$ cat src/rtl/riscv_mc_control.sv
// riscv_mc_control: multi-cycle control sequencer for the sequential RV64
// datapath. Walks one instruction at a time through FETCH, DECODE, EXEC,
// MEM and WB, driving ALU op select and datapath enables from the
// registered state and the latched instruction fields.
//
// Handshake: in FETCH an instruction is accepted on any rising edge where
// instr_valid=1 (instr_ack is high in that same cycle); in MEM the access
// is held until the edge where mem_ready=1. instr_valid is ignored outside
// FETCH and mem_ready is ignored outside MEM.
//
// Optional feature: define RISCV_MC_CONTROL_PERF_EN to build the retired
// instruction and cycle counters; otherwise both perf outputs read 0.
module riscv_mc_control (
  input  logic        clk,
  input  logic        reset,
  input  logic        instr_valid,
  input  logic [31:0] instr,
  input  logic        zero_flag,
  input  logic        mem_ready,
  output logic        instr_ack,
  output logic [1:0]  alu_control,
  output logic        alu_src_b,
  output logic [1:0]  imm_sel,
  output logic        reg_write,
  output logic        mem_to_reg,
  output logic        mem_read,
  output logic        mem_write,
  output logic        pc_write,
  output logic        pc_src,
  output logic        illegal_instr,
  output logic [2:0]  state,
  output logic [31:0] perf_retired,
  output logic [31:0] perf_cycles
);

  typedef enum logic [2:0] {
    S_FETCH  = 3'd0,
    S_DECODE = 3'd1,
    S_EXEC   = 3'd2,
    S_MEM    = 3'd3,
    S_WB     = 3'd4
  } state_t;

  state_t state_q, state_d;

  // Only opcode, funct3 and funct7 steer control; register and immediate
  // fields go straight to the datapath, so they are not stored here.
  logic [6:0] ir_opcode;
  logic [2:0] ir_funct3;
  logic [6:0] ir_funct7;

  logic unused_instr_bits;
  assign unused_instr_bits = ^{instr[24:15], instr[11:7]};

  logic       is_r, is_addi, is_ld, is_sd, is_beq, is_legal;
  logic [1:0] r_alu;
  logic [1:0] imm_fmt;

  assign state = state_q;

  // Instruction classification from the latched fields.
  always_comb begin
    is_r    = (ir_opcode == 7'b0110011) &&
              (((ir_funct3 == 3'b000) &&
                ((ir_funct7 == 7'b0000000) || (ir_funct7 == 7'b0100000))) ||
               (((ir_funct3 == 3'b110) || (ir_funct3 == 3'b111)) &&
                (ir_funct7 == 7'b0000000)));
    is_addi = (ir_opcode == 7'b0010011) && (ir_funct3 == 3'b000);
    is_ld   = (ir_opcode == 7'b0000011) && (ir_funct3 == 3'b011);
    is_sd   = (ir_opcode == 7'b0100011) && (ir_funct3 == 3'b011);
    is_beq  = (ir_opcode == 7'b1100011) && (ir_funct3 == 3'b000);
    is_legal = is_r || is_addi || is_ld || is_sd || is_beq;
    if (ir_funct3 == 3'b000)      r_alu = ir_funct7[5] ? 2'b01 : 2'b00;
    else if (ir_funct3 == 3'b110) r_alu = 2'b10;
    else                          r_alu = 2'b11;
    if (is_sd)       imm_fmt = 2'b01;
    else if (is_beq) imm_fmt = 2'b10;
    else             imm_fmt = 2'b00;
  end

  // State register and instruction latch; reset drops any pending access.
  always_ff @(posedge clk) begin
    if (reset) begin
      state_q   <= S_FETCH;
      ir_opcode <= '0;
      ir_funct3 <= '0;
      ir_funct7 <= '0;
    end else begin
      state_q <= state_d;
      if (state_q == S_FETCH && instr_valid) begin
        ir_opcode <= instr[6:0];
        ir_funct3 <= instr[14:12];
        ir_funct7 <= instr[31:25];
      end
    end
  end

  // Next-state and Moore outputs; zero_flag passes straight to pc_src in EXEC.
  always_comb begin
    state_d       = state_q;
    instr_ack     = 1'b0;
    alu_control   = 2'b00;
    alu_src_b     = 1'b0;
    imm_sel       = 2'b00;
    reg_write     = 1'b0;
    mem_to_reg    = 1'b0;
    mem_read      = 1'b0;
    mem_write     = 1'b0;
    pc_write      = 1'b0;
    pc_src        = 1'b0;
    illegal_instr = 1'b0;
    case (state_q)
      S_FETCH: begin
        instr_ack = instr_valid && !reset;
        if (instr_valid) state_d = S_DECODE;
      end
      S_DECODE: begin
        imm_sel = imm_fmt;
        if (is_legal) begin
          state_d = S_EXEC;
        end else begin
          illegal_instr = 1'b1;
          pc_write      = 1'b1;
          state_d       = S_FETCH;
        end
      end
      S_EXEC: begin
        imm_sel = imm_fmt;
        if (is_r) begin
          alu_control = r_alu;
          state_d     = S_WB;
        end else if (is_addi) begin
          alu_src_b = 1'b1;
          state_d   = S_WB;
        end else if (is_ld || is_sd) begin
          alu_src_b = 1'b1;
          state_d   = S_MEM;
        end else begin
          alu_control = 2'b01;
          pc_write    = 1'b1;
          pc_src      = zero_flag;
          state_d     = S_FETCH;
        end
      end
      S_MEM: begin
        imm_sel   = imm_fmt;
        mem_read  = is_ld;
        mem_write = is_sd;
        if (mem_ready) begin
          if (is_ld) begin
            state_d = S_WB;
          end else begin
            pc_write = 1'b1;
            state_d  = S_FETCH;
          end
        end
      end
      S_WB: begin
        reg_write  = 1'b1;
        mem_to_reg = is_ld;
        pc_write   = 1'b1;
        state_d    = S_FETCH;
      end
      default: state_d = S_FETCH;
    endcase
  end

`ifdef RISCV_MC_CONTROL_PERF_EN
  logic retire;
  assign retire = (state_q == S_WB) ||
                  (state_q == S_EXEC && is_beq) ||
                  (state_q == S_MEM && is_sd && mem_ready);

  // Free-running cycle and retired-instruction counters, wrapping naturally.
  always_ff @(posedge clk) begin
    if (reset) begin
      perf_cycles  <= '0;
      perf_retired <= '0;
    end else begin
      perf_cycles <= perf_cycles + 32'd1;
      if (retire) perf_retired <= perf_retired + 32'd1;
    end
  end
`else
  assign perf_cycles  = '0;
  assign perf_retired = '0;
`endif

endmodule

$ cat config.mk
export PLATFORM = sky130hd
export DESIGN_NAME = riscv_mc_control
export DESIGN_NICKNAME = d
export VERILOG_FILES = /design/src/rtl/riscv_mc_control.sv
export SDC_FILE = /design/constraint.sdc
export NUM_CORES = 1
export LEC_CHECK = 0
export CAP_MARGIN = 10
export CORE_ASPECT_RATIO = 1.2
export CORE_MARGIN = 3
export CORE_UTILIZATION = 37
export DETAILED_ROUTE_END_ITERATION = 6
export GPL_TIMING_DRIVEN = 0
export PLACE_DENSITY = 0.84
export SYNTH_ARGS = -nofsm -noshare
export SYNTH_HDL_FRONTEND = slang
export SYNTH_SLANG_ARGS = --single-unit
export TNS_END_PERCENT = 50
$ cat constraint.sdc
create_clock -name clk -period 3.4 [get_ports clk]
set_input_delay 0.51 -clock clk [delete_from_list [all_inputs] [get_ports clk]]
set_output_delay 0.51 -clock clk [all_outputs]
set_load 0.05 [all_outputs]
==> results of run 1 <==
## sequential cells by signal, indices dropped and copies added (netlist names)
register and flops:
ir_funct3 3, state 3, ir_opcode 7, ir_funct7 7
## layout make-up
cell class,instances,area [um^2],share of cell area
multi-input cells,171,838,0.370
plain buffers,73,519,0.229
flip-flops and latches,20,400,0.177
repair buffers,37,373,0.165
well taps,54,67.6,0.0298
clock buffers,4,55.1,0.0243
inverters,3,11.3,0.00497
## synth_stat cells
library cell  instances
dfxtp_1              20
a211o_1               1
and4_2                1
or3_2                 1
buf_2                 4
o21ai_0               1
or4b_1                2
and3_1                3
nand3b_1              4
nand4bb_1             2
or3_4                 2
conb_1                1
inv_1                 3
or3_1                 2
buf_4                64
nor4b_2               1
a21o_1                2
nor4_1                1
nand2_1              38
or3b_1                1
clkbuf_1              5
o211a_1               1
nor2_1                6
a21oi_1              22
or4_1                 1
o211ai_1              1
nor3_1                7
a211oi_2              1
nor3b_1               3
a311oi_1              1
or4bb_1               1
o21ai_1               1
## stage by stage
| stage | util | total power [mW] |
|---|---|---|
| final | 0.570 | 0.740 |
| after global placement | 0.556 | 0.562 |
| after detailed placement | 0.556 | 0.564 |
| after global routing | 0.570 | 0.773 |
| after floorplan | - | 0.523 |
| after CTS | 0.569 | 0.743 |
## cells in the final DEF (no fill, tap or decap), drive strengths merged, types with 2 or more instances in the layout
master         count
or3                5
conb              64
dfxtp             20
nor3b              3
a21o               2
nor2               6
nand3b             4
nand2             38
buf               68
clkbuf             9
or4b               2
o21ai              2
nand4bb            2
and3               3
a21oi             22
clkdlybuf4s50     36
inv                3
nor3               7
## layer usage
metal / wire length (um) / GRT usage
met3: 343 / 0.0369
met4: 27 / 0.0402
met2: 1680 / 0.230
met1: 1270 / 0.147
met5: 0 / 0
## logic make-up (layout without fill, tap and decap cells)
family / Yosys count / count (layout) / synth area share
simple gates: 76 / 76 / 0.271
buf+inv: 76 / 117 / 0.346
compound gates: 31 / 31 / 0.119
flops: 20 / 20 / 0.261
other cells: 1 / 64 / 0.00245
## power groups by stage
| stage | sequential (mW) | combinational [mW] | clock, mW |
|---|---|---|---|
| floorplan | 0.261 | 0.262 | 0 |
| global placement | 0.260 | 0.302 | 0 |
| detailed placement | 0.261 | 0.303 | 0 |
| CTS | 0.256 | 0.303 | 0.183 |
| global route | 0.258 | 0.323 | 0.192 |
| finish | 0.256 | 0.306 | 0.178 |
## tightest hold or removal path: stages (launching register included)
cell     delay [ns]
dfxtp_1        0.31
nand2_1        0.05
a21oi_1        0.05
## how the worst max path moves through the flow
stage / startpoint / end / slack, ns / depth (start not counted)
after floorplan: state[2] / instr_ack / 0.62 / 5
after global placement: instr_valid / instr_ack / 0.08 / 6
after detailed placement: instr_valid / instr_ack / 0.06 / 6
after CTS: instr_valid / instr_ack / 0.05 / 6
after global routing: ir_opcode[4] / pc_write / 0.06 / 5
final: ir_opcode[4] / pc_write / 0.24 / 5
==> flow_metrics.tcl, run 1 <==
set metrics [dict create \
    status "completed" \
    antenna_found_initial 0 \
    p_int_mw 0.447 \
    cpLargestDelayFamily "compound AO/OA/AOI/OAI gates" \
    clkPwrFrac 0.241 \
    seqPwrFrac 0.346 \
    reg2reg_depth 6 \
    io_pins 117 \
    critPathCaptureType "output pin" \
    p_leak_nw 1.16 \
    avgSynthCellArea_um2 7.51 \
    portBuffers 37 \
    postCtsSetupBuffers 0 \
    synthCells 204 \
    grt_pass1_vias 1219 \
    core_um2 3970 \
    ys_ff_latch 20 \
    fillCellCount 379 \
    holdPathStages 2 \
    place_area_um2 2210 \
    rr_startpoint "state[2]" \
    critPathKind "flip-flop to output pin" \
    arrival_ns 2.65 \
    fin_crit_ns 3.16 \
    fin_hold_ws_ns 0.453 \
    hpwlAfterDp_um 2830 \
    cts_made_buffers 3 \
    grt_max_degree 12 \
    fp.dieW_um 64.8 \
    max_stage_delay_ns 0.70 \
    slew_headroom 0.562 \
    grt_pass1_wl_um 5310 \
    postRouteAntennaNets 0 \
    fin_skew_ns 0.00169 \
    num_vias 1403 \
    slowest_stage "clkdlybuf4s50_1" \
    insertion_delay_ns 0.26 \
    initial_core_util 0.386 \
    crit_fanout 7 \
    ir_worst_vdd_mv 0.320 \
    root_buffer "clkbuf_8" \
    period_share 0.928 \
    hold_viol 0 \
    syn2layout_area_growth_pct 47.8 \
    rows 25 \
    via_per_inst 3.88 \
    reg2reg_to "ir_funct7[2]" \
    tightest_slew_ns 0.655 \
    switching_share 0.396 \
    fin_tns_setup_ns 0 \
    stdcell_area_um2 2260 \
    rsz0062_at_grt "false" \
    synthDistinctLibCells 32 \
    grt_use_total 0.130 \
    path_buf_inv 1 \
    hold_class "flip-flop to flip-flop" \
    fin_ws_ns 0.244 \
    h-tree-depth 1 \
    fin_nets 346 \
    cts_sinks 20 \
    p_per_area_nw_per_um2 327 \
    cts-resized-gates 0 \
    p_sw_mw 0.293 \
    holdPathEnd "ir_funct7[4]" \
    yosys_warnings 0 \
    seq_area_frac_synth 0.261 \
    die_h_um 76.5 \
    cts_tree "yes" \
    ff2ff_setup_slack_ns 1.60 \
    cts_buffer_depth 2 \
    drive_gt1_frac 0.253 \
    place_worst_setup_slack_ns 0.0594 \
    clk_pin_slew_worst_paths_ns 0.07 \
    dr.first_iter.drc_count 33 \
    cp.required_ns 2.89 \
    drv_slew 0 \
    dieArea_um2 4950 \
    fmax_ghz 0.317 \
    crit_chain "or4bb_1, a211oi_2, o21ai_1, a211o_1, clkdlybuf4s50_1" \
    synth_top_area_frac 0.313 \
    hp-start "ir_funct7[4]" \
    start_kind "flip-flop" \
    drc 0 \
    place_inst 358 \
    antenna_cells 0 \
    wire_per_inst_um 9.16 \
    cts_hold_buf 0 \
    drt_first_pass_iters 4 \
    pwr-share-comb 0.413 \
    fin_cells 362 \
    synth_area_um2 1530 \
    overflow 0 \
    setup_violations 0 \
    cap_violations 0 \
    place_congestion 0.796 \
    synth_area_leaders "buf_4 31%, dfxtp_1 26%, nand2_1 9.3%, a21oi_1 7.2%, nor3_1 2.3%" \
    post-synth-top-area-cell "buf_4" \
    finalWirelength_um 3320 \
]
Note: power is estimated with default switching activity, not from simulation.
==> run 2, diff against run 1 <==
==> constraint.sdc (replaced) <==
create_clock -name clk -period 3.4 [get_ports clk]
set_input_delay 0.68 -clock clk [delete_from_list [all_inputs] [get_ports clk]]
set_output_delay 0.68 -clock clk [all_outputs]
set_load 0.05 [all_outputs]
==> flow_metrics.tcl, run 2 (synthesis gave the netlist of run 1 again) <==
set metrics [dict create \
    status "completed" \
    holdPathEnd "ir_funct7[4]" \
    grt_pass1_vias 1219 \
    clkPwrFrac 0.241 \
    place_area_um2 2210 \
    reg2reg_to "ir_funct7[2]" \
    fin_cells 362 \
    grt_use_total 0.130 \
    place_congestion 0.796 \
    overflow 0 \
    p_leak_nw 1.16 \
    rsz0062_at_grt "false" \
    antenna_cells 0 \
    ir_worst_vdd_mv 0.320 \
    stdcell_area_um2 2260 \
    drv_slew 0 \
    antenna_found_initial 0 \
    wire_per_inst_um 9.17 \
    fin_tns_setup_ns 0 \
    period_share 0.946 \
    insertion_delay_ns 0.26 \
    cp.required_ns 2.72 \
    die_h_um 76.5 \
    via_per_inst 3.88 \
    fmax_ghz 0.311 \
    cts_tree "yes" \
    postRouteAntennaNets 0 \
    hold_viol 0 \
    utilization 0.569 \
    clk_pin_slew_worst_paths_ns 0.07 \
    reg2reg_depth 6 \
    place_worst_setup_slack_ns -0.281 \
    seqPwrFrac 0.346 \
    syn2layout_area_growth_pct 47.4 \
    root_buffer "clkbuf_8" \
    rows 25 \
    switching_share 0.396 \
    num_vias 1405 \
    start_kind "flip-flop" \
    postCtsSetupBuffers 0 \
    finalWirelength_um 3320 \
    cts_buffer_depth 2 \
    p_per_area_nw_per_um2 327 \
    cts-resized-gates 2 \
    arrival_ns 2.54 \
    hp-start "ir_funct7[4]" \
    fin_nets 346 \
    cts_hold_buf 0 \
    fin_crit_ns 3.22 \
    crit_fanout 7 \
    rr_startpoint "state[2]" \
    reg_top3 "ir_funct7 x7, ir_opcode x7" \
    critPathCaptureType "output pin" \
    total_power_mw 0.740 \
    cap_violations 0 \
    io_pins 117 \
    dieArea_um2 4950 \
    drt_first_pass_iters 4 \
    place_inst 358 \
    ff2ff_setup_slack_ns 1.60 \
    drc 0 \
    h-tree-depth 1 \
    grt_pass1_wl_um 5310 \
    hpwlAfterDp_um 2830 \
    tightest_slew_ns 0.655 \
    critPathKind "flip-flop to output pin" \
    setup_violations 0 \
    cts_sinks 20 \
    portBuffers 37 \
    pwr-share-comb 0.413 \
    dr.first_iter.drc_count 32 \
    p_int_mw 0.447 \
    fin_hold_ws_ns 0.453 \
    initial_core_util 0.386 \
    grt_max_degree 12 \
    drive_gt1_frac 0.256 \
    cts_made_buffers 3 \
    holdPathStages 2 \
    final_cell_mix "64 x buf_4, 64 x conb_1, 38 x nand2_1" \
    core_um2 3970 \
    fin_skew_ns 0.00169 \
    fin_ws_ns 0.182 \
    hold_class "flip-flop to flip-flop" \
    p_sw_mw 0.293 \
    fp.dieW_um 64.8 \
    slew_headroom 0.562 \
]
[run 2: cell types whose count changed in the layout (fill, tap and decap cells not counted)]
cell / change
clkdlybuf4s50_1: -1
clkbuf_2: +1
[run 2: layout make-up]
type	instances	area [um^2]
Buffer	73	519
Clock buffer	4	55.1
Fill cell	380	1710
Inverter	3	11.3
Multi-Input combinational cell	171	838
Sequential cell	20	400
Tap cell	54	67.6
Timing Repair Buffer	37	368
[run 2: how the worst max path moves through the flow]
stage / from / end / slack (ns) / depth (start not counted)
after floorplan: state[2] / instr_ack / 0.45 / 5
after global placement: instr_valid / instr_ack / -0.26 / 6
after detailed placement: instr_valid / instr_ack / -0.28 / 6
after CTS: instr_valid / instr_ack / 0.02 / 6
after global routing: ir_opcode[4] / pc_src / 0.004 / 5
final: ir_opcode[4] / pc_src / 0.18 / 5
[run 2: critical path, stage by stage, from the launching register on]
cell	delay [ns]
dfxtp_1	0.42
or4bb_1	0.52
a211oi_2	0.25
o21ai_1	0.18
and3_1	0.21
clkdlybuf4s50_1	0.69
[run 2: power by group through the flow]
stage	clock network (mW)	logic, mW	registers (mW)
floorplan	0	0.262	0.261
global placement	0	0.302	0.260
detailed placement	0	0.303	0.261
CTS	0.183	0.303	0.256
global route	0.192	0.322	0.258
finish	0.178	0.305	0.256
[run 2: metal layers]
metal / GRT usage / up-vias / routed length [um]
met5: 0 / - / 0
met4: 0.0402 / 0 / 27
met3: 0.0369 / 2 / 347
met2: 0.230 / 64 / 1680
met1: 0.147 / 578 / 1270
li1: - / 761 / -
